$ cat src/rtl/rv32i_types.sv
// Shared RV32I pipeline types: hazard-controller enums and the per-stage
// load/flush control word.
package rv32i_types;

  typedef enum logic [1:0] {
    FWD_RF    = 2'b00,
    FWD_EXMEM = 2'b01,
    FWD_MEMWB = 2'b10
  } fwd_sel_t;

  typedef enum logic {
    HZ_RUN      = 1'b0,
    HZ_MEM_WAIT = 1'b1
  } hz_state_t;

  typedef struct packed {
    logic load_pc;
    logic load_ifid;
    logic load_idex;
    logic load_exmem;
    logic load_memwb;
    logic flush_ifid;
    logic flush_idex;
  } stage_ctrl_t;

  localparam stage_ctrl_t CTRL_HOLD     = 7'b00000_00;
  localparam stage_ctrl_t CTRL_RUN      = 7'b11111_00;
  localparam stage_ctrl_t CTRL_REDIRECT = 7'b11111_11;
  // Load-use bubble: freeze PC/IF-ID, insert a NOP into ID/EX, let older stages drain.
  localparam stage_ctrl_t CTRL_BUBBLE   = 7'b00111_01;

endpackage

$ cat src/rtl/pipeline_hazard_ctrl_if.sv
// Signal bundle between the pipeline datapath (master) and the hazard controller (slave).
interface pipeline_hazard_ctrl_if
  import rv32i_types::*;
#(
  parameter int REG_AW      = 5,
  parameter int STALL_CNT_W = 32
);

  logic                   imem_read;
  logic                   imem_resp;
  logic                   dmem_req;
  logic                   dmem_resp;
  logic [REG_AW-1:0]      ifid_rs1;
  logic [REG_AW-1:0]      ifid_rs2;
  logic [REG_AW-1:0]      idex_rs1;
  logic [REG_AW-1:0]      idex_rs2;
  logic [REG_AW-1:0]      idex_rd;
  logic                   idex_wr;
  logic                   idex_is_load;
  logic [REG_AW-1:0]      exmem_rd;
  logic                   exmem_wr;
  logic [REG_AW-1:0]      memwb_rd;
  logic                   memwb_wr;
  logic                   redirect;

  logic                   load_pc;
  logic                   load_ifid;
  logic                   load_idex;
  logic                   load_exmem;
  logic                   load_memwb;
  logic                   flush_ifid;
  logic                   flush_idex;
  fwd_sel_t               fwd_a_sel;
  fwd_sel_t               fwd_b_sel;
  logic [STALL_CNT_W-1:0] stall_cycles;

  modport master (
    output imem_read, imem_resp, dmem_req, dmem_resp,
           ifid_rs1, ifid_rs2, idex_rs1, idex_rs2, idex_rd, idex_wr, idex_is_load,
           exmem_rd, exmem_wr, memwb_rd, memwb_wr, redirect,
    input  load_pc, load_ifid, load_idex, load_exmem, load_memwb,
           flush_ifid, flush_idex, fwd_a_sel, fwd_b_sel, stall_cycles
  );

  modport slave (
    input  imem_read, imem_resp, dmem_req, dmem_resp,
           ifid_rs1, ifid_rs2, idex_rs1, idex_rs2, idex_rd, idex_wr, idex_is_load,
           exmem_rd, exmem_wr, memwb_rd, memwb_wr, redirect,
    output load_pc, load_ifid, load_idex, load_exmem, load_memwb,
           flush_ifid, flush_idex, fwd_a_sel, fwd_b_sel, stall_cycles
  );

endinterface

$ cat src/rtl/pipeline_hazard_ctrl_mem_wait_tracker.sv
// Per-port wait tracker: remembers a response that arrived while the pipeline
// was held, so it still counts once the other port catches up.
module mem_wait_tracker (
  input  logic clk,
  input  logic rst_n,
  input  logic req_i,
  input  logic resp_i,
  input  logic wait_i,
  input  logic advance_i,
  output logic ok_o
);

  logic done_q, done_d;

  // NOTE: every always_comb output gets a default first so no path leaves it unassigned (no latch).
  always_comb begin
    done_d = done_q;
    if (advance_i) begin
      done_d = 1'b0;
    end else if (wait_i && resp_i) begin
      done_d = 1'b1;
    end
  end

  // NOTE: state registers use non-blocking assignment so all flops update together at the edge.
  always_ff @(posedge clk or negedge rst_n) begin
    if (!rst_n) begin
      done_q <= 1'b0;
    end else begin
      done_q <= done_d;
    end
  end

  assign ok_o = ~req_i | resp_i | done_q;

endmodule

$ cat src/rtl/pipeline_hazard_ctrl.sv
// Stall/flush/forward controller for the 5-stage RV32I pipeline: per-stage
// load and flush enables, independent I/D wait tracking, EX operand forwarding.
module pipeline_hazard_ctrl
  import rv32i_types::*;
#(
  parameter int REG_AW      = 5,
  parameter bit FWD_EN      = 1'b1,
  parameter int STALL_CNT_W = 32
) (
  input logic                  clk,
  input logic                  rst_n,
  pipeline_hazard_ctrl_if.slave hz
);

  hz_state_t              state_q, state_d;
  logic                   i_ok, d_ok, mem_stall;
  logic                   data_hazard;
  stage_ctrl_t            ctrl;
  logic [STALL_CNT_W-1:0] stall_cycles_q, stall_cycles_d;

  function automatic logic rd_hit(input logic wr, input logic [REG_AW-1:0] rd,
                                  input logic [REG_AW-1:0] rs);
    return wr && (rd != '0) && (rd == rs);
  endfunction

  function automatic fwd_sel_t fwd_pick(input logic [REG_AW-1:0] rs,
                                        input logic exm_wr, input logic [REG_AW-1:0] exm_rd,
                                        input logic mwb_wr, input logic [REG_AW-1:0] mwb_rd);
    if (!FWD_EN)                        return FWD_RF;
    if (rd_hit(exm_wr, exm_rd, rs))     return FWD_EXMEM;
    if (rd_hit(mwb_wr, mwb_rd, rs))     return FWD_MEMWB;
    return FWD_RF;
  endfunction

  mem_wait_tracker u_i_trk (
    .clk       (clk),
    .rst_n     (rst_n),
    .req_i     (hz.imem_read),
    .resp_i    (hz.imem_resp),
    .wait_i    (state_q == HZ_MEM_WAIT),
    .advance_i (~mem_stall),
    .ok_o      (i_ok)
  );

  mem_wait_tracker u_d_trk (
    .clk       (clk),
    .rst_n     (rst_n),
    .req_i     (hz.dmem_req),
    .resp_i    (hz.dmem_resp),
    .wait_i    (state_q == HZ_MEM_WAIT),
    .advance_i (~mem_stall),
    .ok_o      (d_ok)
  );

  assign mem_stall = ~(i_ok & d_ok);

  always_comb begin
    state_d = state_q;
    case (state_q)
      HZ_RUN:      if (mem_stall)  state_d = HZ_MEM_WAIT;
      HZ_MEM_WAIT: if (!mem_stall) state_d = HZ_RUN;
      default:     state_d = HZ_RUN;
    endcase
  end

  always_ff @(posedge clk or negedge rst_n) begin
    if (!rst_n) begin
      state_q <= HZ_RUN;
    end else begin
      state_q <= state_d;
    end
  end

  // Without forwarding, any in-flight writer to an ID source must retire first.
  always_comb begin
    data_hazard = 1'b0;
    if (FWD_EN) begin
      data_hazard = hz.idex_is_load &&
                    (rd_hit(hz.idex_wr, hz.idex_rd, hz.ifid_rs1) ||
                     rd_hit(hz.idex_wr, hz.idex_rd, hz.ifid_rs2));
    end else begin
      data_hazard = rd_hit(hz.idex_wr,  hz.idex_rd,  hz.ifid_rs1) ||
                    rd_hit(hz.idex_wr,  hz.idex_rd,  hz.ifid_rs2) ||
                    rd_hit(hz.exmem_wr, hz.exmem_rd, hz.ifid_rs1) ||
                    rd_hit(hz.exmem_wr, hz.exmem_rd, hz.ifid_rs2) ||
                    rd_hit(hz.memwb_wr, hz.memwb_rd, hz.ifid_rs1) ||
                    rd_hit(hz.memwb_wr, hz.memwb_rd, hz.ifid_rs2);
    end
  end

  // A redirect seen during a memory wait stays in EX and is acted on once the wait ends.
  always_comb begin
    ctrl = CTRL_RUN;
    if (!rst_n || mem_stall) begin
      ctrl = CTRL_HOLD;
    end else if (hz.redirect) begin
      ctrl = CTRL_REDIRECT;
    end else if (data_hazard) begin
      ctrl = CTRL_BUBBLE;
    end
  end

  assign hz.load_pc    = ctrl.load_pc;
  assign hz.load_ifid  = ctrl.load_ifid;
  assign hz.load_idex  = ctrl.load_idex;
  assign hz.load_exmem = ctrl.load_exmem;
  assign hz.load_memwb = ctrl.load_memwb;
  assign hz.flush_ifid = ctrl.flush_ifid;
  assign hz.flush_idex = ctrl.flush_idex;

  assign hz.fwd_a_sel = rst_n ? fwd_pick(hz.idex_rs1, hz.exmem_wr, hz.exmem_rd,
                                         hz.memwb_wr, hz.memwb_rd) : FWD_RF;
  assign hz.fwd_b_sel = rst_n ? fwd_pick(hz.idex_rs2, hz.exmem_wr, hz.exmem_rd,
                                         hz.memwb_wr, hz.memwb_rd) : FWD_RF;

  always_comb begin
    stall_cycles_d = stall_cycles_q;
    if (!ctrl.load_pc && !(&stall_cycles_q)) begin
      stall_cycles_d = stall_cycles_q + STALL_CNT_W'(1);
    end
  end

  always_ff @(posedge clk or negedge rst_n) begin
    if (!rst_n) begin
      stall_cycles_q <= '0;
    end else begin
      stall_cycles_q <= stall_cycles_d;
    end
  end

  assign hz.stall_cycles = stall_cycles_q;

endmodule

$ cat src/flat_wrapper.sv
// flat-port wrapper written by rule: the top's interface ports become plain ports
module pipeline_hazard_ctrl_flat import rv32i_types::*;
#(
  parameter int REG_AW      = 5,
  parameter bit FWD_EN      = 1'b1,
  parameter int STALL_CNT_W = 32
)
  (clk, rst_n, hz_imem_read, hz_imem_resp, hz_dmem_req, hz_dmem_resp, hz_ifid_rs1, hz_ifid_rs2, hz_idex_rs1, hz_idex_rs2, hz_idex_rd, hz_idex_wr, hz_idex_is_load, hz_exmem_rd, hz_exmem_wr, hz_memwb_rd, hz_memwb_wr, hz_redirect, hz_load_pc, hz_load_ifid, hz_load_idex, hz_load_exmem, hz_load_memwb, hz_flush_ifid, hz_flush_idex, hz_fwd_a_sel, hz_fwd_b_sel, hz_stall_cycles);
  pipeline_hazard_ctrl_if #(.REG_AW(REG_AW), .STALL_CNT_W(STALL_CNT_W)) hz_i ();
  input logic clk;
  input logic rst_n;
  input wire logic [$bits(hz_i.imem_read)-1:0] hz_imem_read;
  input wire logic [$bits(hz_i.imem_resp)-1:0] hz_imem_resp;
  input wire logic [$bits(hz_i.dmem_req)-1:0] hz_dmem_req;
  input wire logic [$bits(hz_i.dmem_resp)-1:0] hz_dmem_resp;
  input wire logic [$bits(hz_i.ifid_rs1)-1:0] hz_ifid_rs1;
  input wire logic [$bits(hz_i.ifid_rs2)-1:0] hz_ifid_rs2;
  input wire logic [$bits(hz_i.idex_rs1)-1:0] hz_idex_rs1;
  input wire logic [$bits(hz_i.idex_rs2)-1:0] hz_idex_rs2;
  input wire logic [$bits(hz_i.idex_rd)-1:0] hz_idex_rd;
  input wire logic [$bits(hz_i.idex_wr)-1:0] hz_idex_wr;
  input wire logic [$bits(hz_i.idex_is_load)-1:0] hz_idex_is_load;
  input wire logic [$bits(hz_i.exmem_rd)-1:0] hz_exmem_rd;
  input wire logic [$bits(hz_i.exmem_wr)-1:0] hz_exmem_wr;
  input wire logic [$bits(hz_i.memwb_rd)-1:0] hz_memwb_rd;
  input wire logic [$bits(hz_i.memwb_wr)-1:0] hz_memwb_wr;
  input wire logic [$bits(hz_i.redirect)-1:0] hz_redirect;
  output wire logic [$bits(hz_i.load_pc)-1:0] hz_load_pc;
  output wire logic [$bits(hz_i.load_ifid)-1:0] hz_load_ifid;
  output wire logic [$bits(hz_i.load_idex)-1:0] hz_load_idex;
  output wire logic [$bits(hz_i.load_exmem)-1:0] hz_load_exmem;
  output wire logic [$bits(hz_i.load_memwb)-1:0] hz_load_memwb;
  output wire logic [$bits(hz_i.flush_ifid)-1:0] hz_flush_ifid;
  output wire logic [$bits(hz_i.flush_idex)-1:0] hz_flush_idex;
  output wire logic [$bits(hz_i.fwd_a_sel)-1:0] hz_fwd_a_sel;
  output wire logic [$bits(hz_i.fwd_b_sel)-1:0] hz_fwd_b_sel;
  output wire logic [$bits(hz_i.stall_cycles)-1:0] hz_stall_cycles;
  assign hz_i.imem_read = hz_imem_read;
  assign hz_i.imem_resp = hz_imem_resp;
  assign hz_i.dmem_req = hz_dmem_req;
  assign hz_i.dmem_resp = hz_dmem_resp;
  assign hz_i.ifid_rs1 = hz_ifid_rs1;
  assign hz_i.ifid_rs2 = hz_ifid_rs2;
  assign hz_i.idex_rs1 = hz_idex_rs1;
  assign hz_i.idex_rs2 = hz_idex_rs2;
  assign hz_i.idex_rd = hz_idex_rd;
  assign hz_i.idex_wr = hz_idex_wr;
  assign hz_i.idex_is_load = hz_idex_is_load;
  assign hz_i.exmem_rd = hz_exmem_rd;
  assign hz_i.exmem_wr = hz_exmem_wr;
  assign hz_i.memwb_rd = hz_memwb_rd;
  assign hz_i.memwb_wr = hz_memwb_wr;
  assign hz_i.redirect = hz_redirect;
  assign hz_load_pc = hz_i.load_pc;
  assign hz_load_ifid = hz_i.load_ifid;
  assign hz_load_idex = hz_i.load_idex;
  assign hz_load_exmem = hz_i.load_exmem;
  assign hz_load_memwb = hz_i.load_memwb;
  assign hz_flush_ifid = hz_i.flush_ifid;
  assign hz_flush_idex = hz_i.flush_idex;
  assign hz_fwd_a_sel = hz_i.fwd_a_sel;
  assign hz_fwd_b_sel = hz_i.fwd_b_sel;
  assign hz_stall_cycles = hz_i.stall_cycles;
  pipeline_hazard_ctrl #(.REG_AW(REG_AW), .FWD_EN(FWD_EN), .STALL_CNT_W(STALL_CNT_W)) u_core (.clk(clk), .rst_n(rst_n), .hz(hz_i));
endmodule
$ cat config.mk
export PLATFORM = sky130hd
export DESIGN_NAME = pipeline_hazard_ctrl_flat
export DESIGN_NICKNAME = d
export VERILOG_FILES = /design/src/rtl/rv32i_types.sv /design/src/rtl/pipeline_hazard_ctrl_if.sv /design/src/rtl/pipeline_hazard_ctrl_mem_wait_tracker.sv /design/src/rtl/pipeline_hazard_ctrl.sv /design/src/flat_wrapper.sv
export SDC_FILE = /design/constraint.sdc
export NUM_CORES = 1
export LEC_CHECK = 0
export BUFFER_PORTS_ARGS = -buffer_cell sky130_fd_sc_hd__buf_4
export CELL_PAD_IN_SITES_DETAIL_PLACEMENT = 2
export CELL_PAD_IN_SITES_GLOBAL_PLACEMENT = 2
export CORE_ASPECT_RATIO = 0.75
export CORE_MARGIN = 2
export CORE_UTILIZATION = 28
export CTS_BUF_LIST = sky130_fd_sc_hd__clkbuf_16
export DETAILED_ROUTE_END_ITERATION = 6
export PLACE_DENSITY = 0.87
export SYNTH_ARGS = -nofsm -noshare
export SYNTH_HDL_FRONTEND = slang
export SYNTH_SLANG_ARGS = --single-unit
$ cat constraint.sdc
create_clock -name clk -period 2.2 [get_ports clk]
set_input_delay 0.11 -clock clk [delete_from_list [all_inputs] [get_ports clk]]
set_output_delay 0.11 -clock clk [all_outputs]
set_load 0.01 [all_outputs]
==> impl_metrics.py <==
metrics = {
    "outcome": {
        "outcome": "completed",
    },
    "final_layout": {
        "finalNetCount": 346,
        "nFillCells": 774,
        "stdcell_area_sq_um": 3080,
        "diodes": 0,
        "area_growth_pct": 48.3,
        "drive_above_1_share": 0.397,
    },
    "die": {
        "coreArea_sq_um": 7260,
        "dieArea_sq_um": 8130,
        "chipWidth_um": 103,
        "rows": 27,
        "start_util": 0.286,
        "io_pins": 89,
        "die_y_um": 78.6,
    },
    "grt": {
        "overflow": 0,
        "antenna_found_initial": 0,
        "grt_pass1_wl_um": 12500,
        "track_usage": 0.206,
        "grt_max_degree": 37,
        "grt_pass1_vias": 2158,
    },
    "worst_setup_path": {
        "crit_path_end": "u_core.hz.stall_cycles[31]",
        "path_common_cell": "nand4_1",
        "critical_path.top_delay_family": "simple AND/OR/NAND/NOR gates",
        "path_cells": "and4_4, and3_2, nor3b_4, buf_4, nand4_1, inv_1, nand4_1, xnor2_1",
        "cp.depth": 8,
        "crit_path_max_fanout": 4,
        "crit_slowest_cell": "dfrtp_1",
        "crit_path_end_kind": "flip-flop",
        "slowest_delay_ns": 0.42,
        "worstSetupStartpoint": "u_core.hz.stall_cycles[10]",
        "rrSetupSlack_ns": 0.07,
        "crit_buf_inv": 2,
        "r2r_cells": 8,
        "worstPathRequired_ns": 2.36,
        "regToRegStartpoint": "u_core.hz.stall_cycles[10]",
        "arrival_ns": 2.29,
        "reg2reg_to": "u_core.hz.stall_cycles[31]",
        "critPathLaunchType": "flip-flop",
        "crit_type": "reg2reg",
    },
    "timing": {
        "maxSlewHeadroom": 0.682,
        "whs_ns": 0.0836,
        "finalClockSkew_ns": 0.00363,
        "setup_violations": 0,
        "final_hold_viol_count": 0,
        "finalSetupTns_ns": 0,
        "fmax_ghz": 0.470,
        "finalCriticalPeriod_ns": 2.13,
        "maxSlewViolCount": 0,
        "fin_crit_sh": 0.967,
        "tightest_slew_ns": 0.477,
    },
    "placed_design": {
        "post_dp_cell_area_sq_um": 2860,
        "dp_hpwl_um": 5940,
        "portBuffers": 88,
        "gp_congestion": 0.769,
    },
    "synthesis": {
        "synth_area_leaders": "dfrtp_1 42%, xnor2_1 14%, xor2_1 12%, nand4_1 3.9%, nand3_1 3.1%",
        "yosys_warnings": 0,
        "syn_area_per_cell_sq_um": 10.4,
        "ys_seq_elements": 35,
        "synth.most_common_cell": "dfrtp_1",
        "async_flop_share": 1.00,
        "yosysSeqAreaShare": 0.421,
        "synth_top_area_frac": 0.421,
        "netlist_area_sq_um": 2080,
        "synth-edff-count": 0,
        "yosysUniqueCellTypes": 33,
        "syn_nets": 246,
        "synth_commonest_cells": "35 x dfrtp_1, 33 x xnor2_1, 28 x xor2_1, 13 x nand3_1, 13 x nand4_1",
        "synthCells": 199,
        "synth_top_cell_by_area": "dfrtp_1",
        "synthFlopType": "dfrtp_1",
    },
    "cts": {
        "cts_buffers": 5,
        "clkSlewWorstSetupHoldPaths_ns": 0.05,
        "worstSkewPairLatency_ns": 0.28,
        "clockRootBuffer": "clkbuf_16",
        "cts.sinks": 35,
        "cts_buffer_depth": 2,
        "htreeDepth": 2,
        "cts_tree": "built",
    },
    "routing": {
        "dr.pass1.iters": 4,
        "drc": 0,
        "ant_nets": 0,
        "wl_per_cell_um": 20.9,
        "drtIter0Drc": 58,
        "via_per_inst": 4.84,
        "via_count": 1939,
        "routed_wirelength_um": 8390,
    },
    "hold_path": {
        "worstHoldStart": "hz_dmem_resp",
        "hp-class": "in2reg",
    },
    "power_and_ir_drop": {
        "netSwitchingFraction": 0.313,
        "max-vdd-ir-drop_mv": 0.304,
        "p_int_uw": 1380,
        "p_leak_uw": 0.00148,
        "power_frac_seq": 0.404,
        "p_switching_uw": 628,
        "power_frac_clock": 0.337,
        "power.density_nw_per_um2": 651,
        "p_comb_frac": 0.258,
    },
    "run": {
        "cap_viol_max_count": 0,
    },
}
## power groups by stage
stage | Sequential, uW | Clock [uW] | Combinational (uW)
3_5_place_dp | 812 | 0 | 504
3_3_place_gp | 806 | 0 | 464
2_1_floorplan | 819 | 0 | 196
4_1_cts | 807 | 691 | 509
6_report | 811 | 677 | 519
5_1_grt | 824 | 717 | 562
## worst min path at each step
stage                                endpoint  slack [ns]  cells past startpoint
global placement    u_core.hz.stall_cycles[5]        0.26                      2
finish                  u_core.u_d_trk.done_q        0.08                      3
floorplan           u_core.hz.stall_cycles[0]       -0.19                      0
CTS                     u_core.u_d_trk.done_q        0.08                      3
global route            u_core.u_i_trk.done_q        0.09                      3
detailed placement  u_core.hz.stall_cycles[1]        0.26                      2
## tightest hold or removal path, delay by kind of cell
kind                   cells  cell delay, ns
buffers and inverters      1            0.08
and+or+nand+nor            1            0.08
AOI/OAI and AO/OA          1            0.05
## cells in the final DEF (no fill, tap or decap), drive strengths merged, types with 8 or more instances in the layout
cell type   n
xnor2      33
nor2        9
buf        98
nand4      14
dfrtp      35
nand3      16
and3        8
nand2       9
xor2       28
## area by class of cell
cell class / instances / area [sq um] / share of cell area
Clock buffer: 5 / 125 / 0.0406
Multi-Input combinational cell: 155 / 1180 / 0.384
Timing Repair Buffer: 99 / 746 / 0.242
Inverter: 3 / 11.3 / 0.00365
Clock inverter: 3 / 11.3 / 0.00365
Tap cell: 101 / 126 / 0.0410
Sequential cell: 35 / 878 / 0.285
## kinds of logic (layout without fill, tap and decap cells)
family	count (synthesis)	in the layout	share of synthesized area
AND/OR/NAND/NOR	80	80	0.238
XOR/XNOR	61	61	0.257
flip-flops	35	35	0.421
AO/OA/AOI/OAI	12	13	0.0464
buffers and inverters	10	110	0.0313
adder cells (fa/ha/maj)	1	1	0.00602
## repair_timing
action | 4_1_cts | 5_1_grt
endpoints found under the setup margin | 8 | 16
hold buffers | 1 | 0
resized for setup | 2 | 6
endpoints found under the hold margin | 35 | 0
pin swaps | 0 | 1
gates cloned | 0 | 1
setup buffers | 0 | 3
## routing by layer
metal,global-route usage,wire length (um),share of wire,vias up
met5,0,0,0,-
met4,0.0566,96,0.011,0
met3,0.0329,310,0.037,10
met2,0.330,4220,0.50,39
met1,0.285,3760,0.45,990
li1,-,-,-,900
## stage by stage
stage / std cells / total power (uW) / utilization / worst slack (ns)
final: 401 / 2010 / 0.424 / 0.0715
after detailed placement: 388 / 1320 / 0.394 / 0.0192
after global routing: 401 / 2100 / 0.424 / -0.0184
after CTS: 397 / 2010 / 0.415 / 0.00950
after floorplan: 199 / 1020 / - / 0.233
after global placement: 388 / 1270 / 0.394 / 0.115
## state kept, by name (all words and copies together) (netlist names)
name	count
u_core.hz.stall_cycles	32
u_core.state_q	1
u_core.u_d_trk.done_q	1
u_core.u_i_trk.done_q	1
Note: power is estimated with default switching activity, not from simulation.
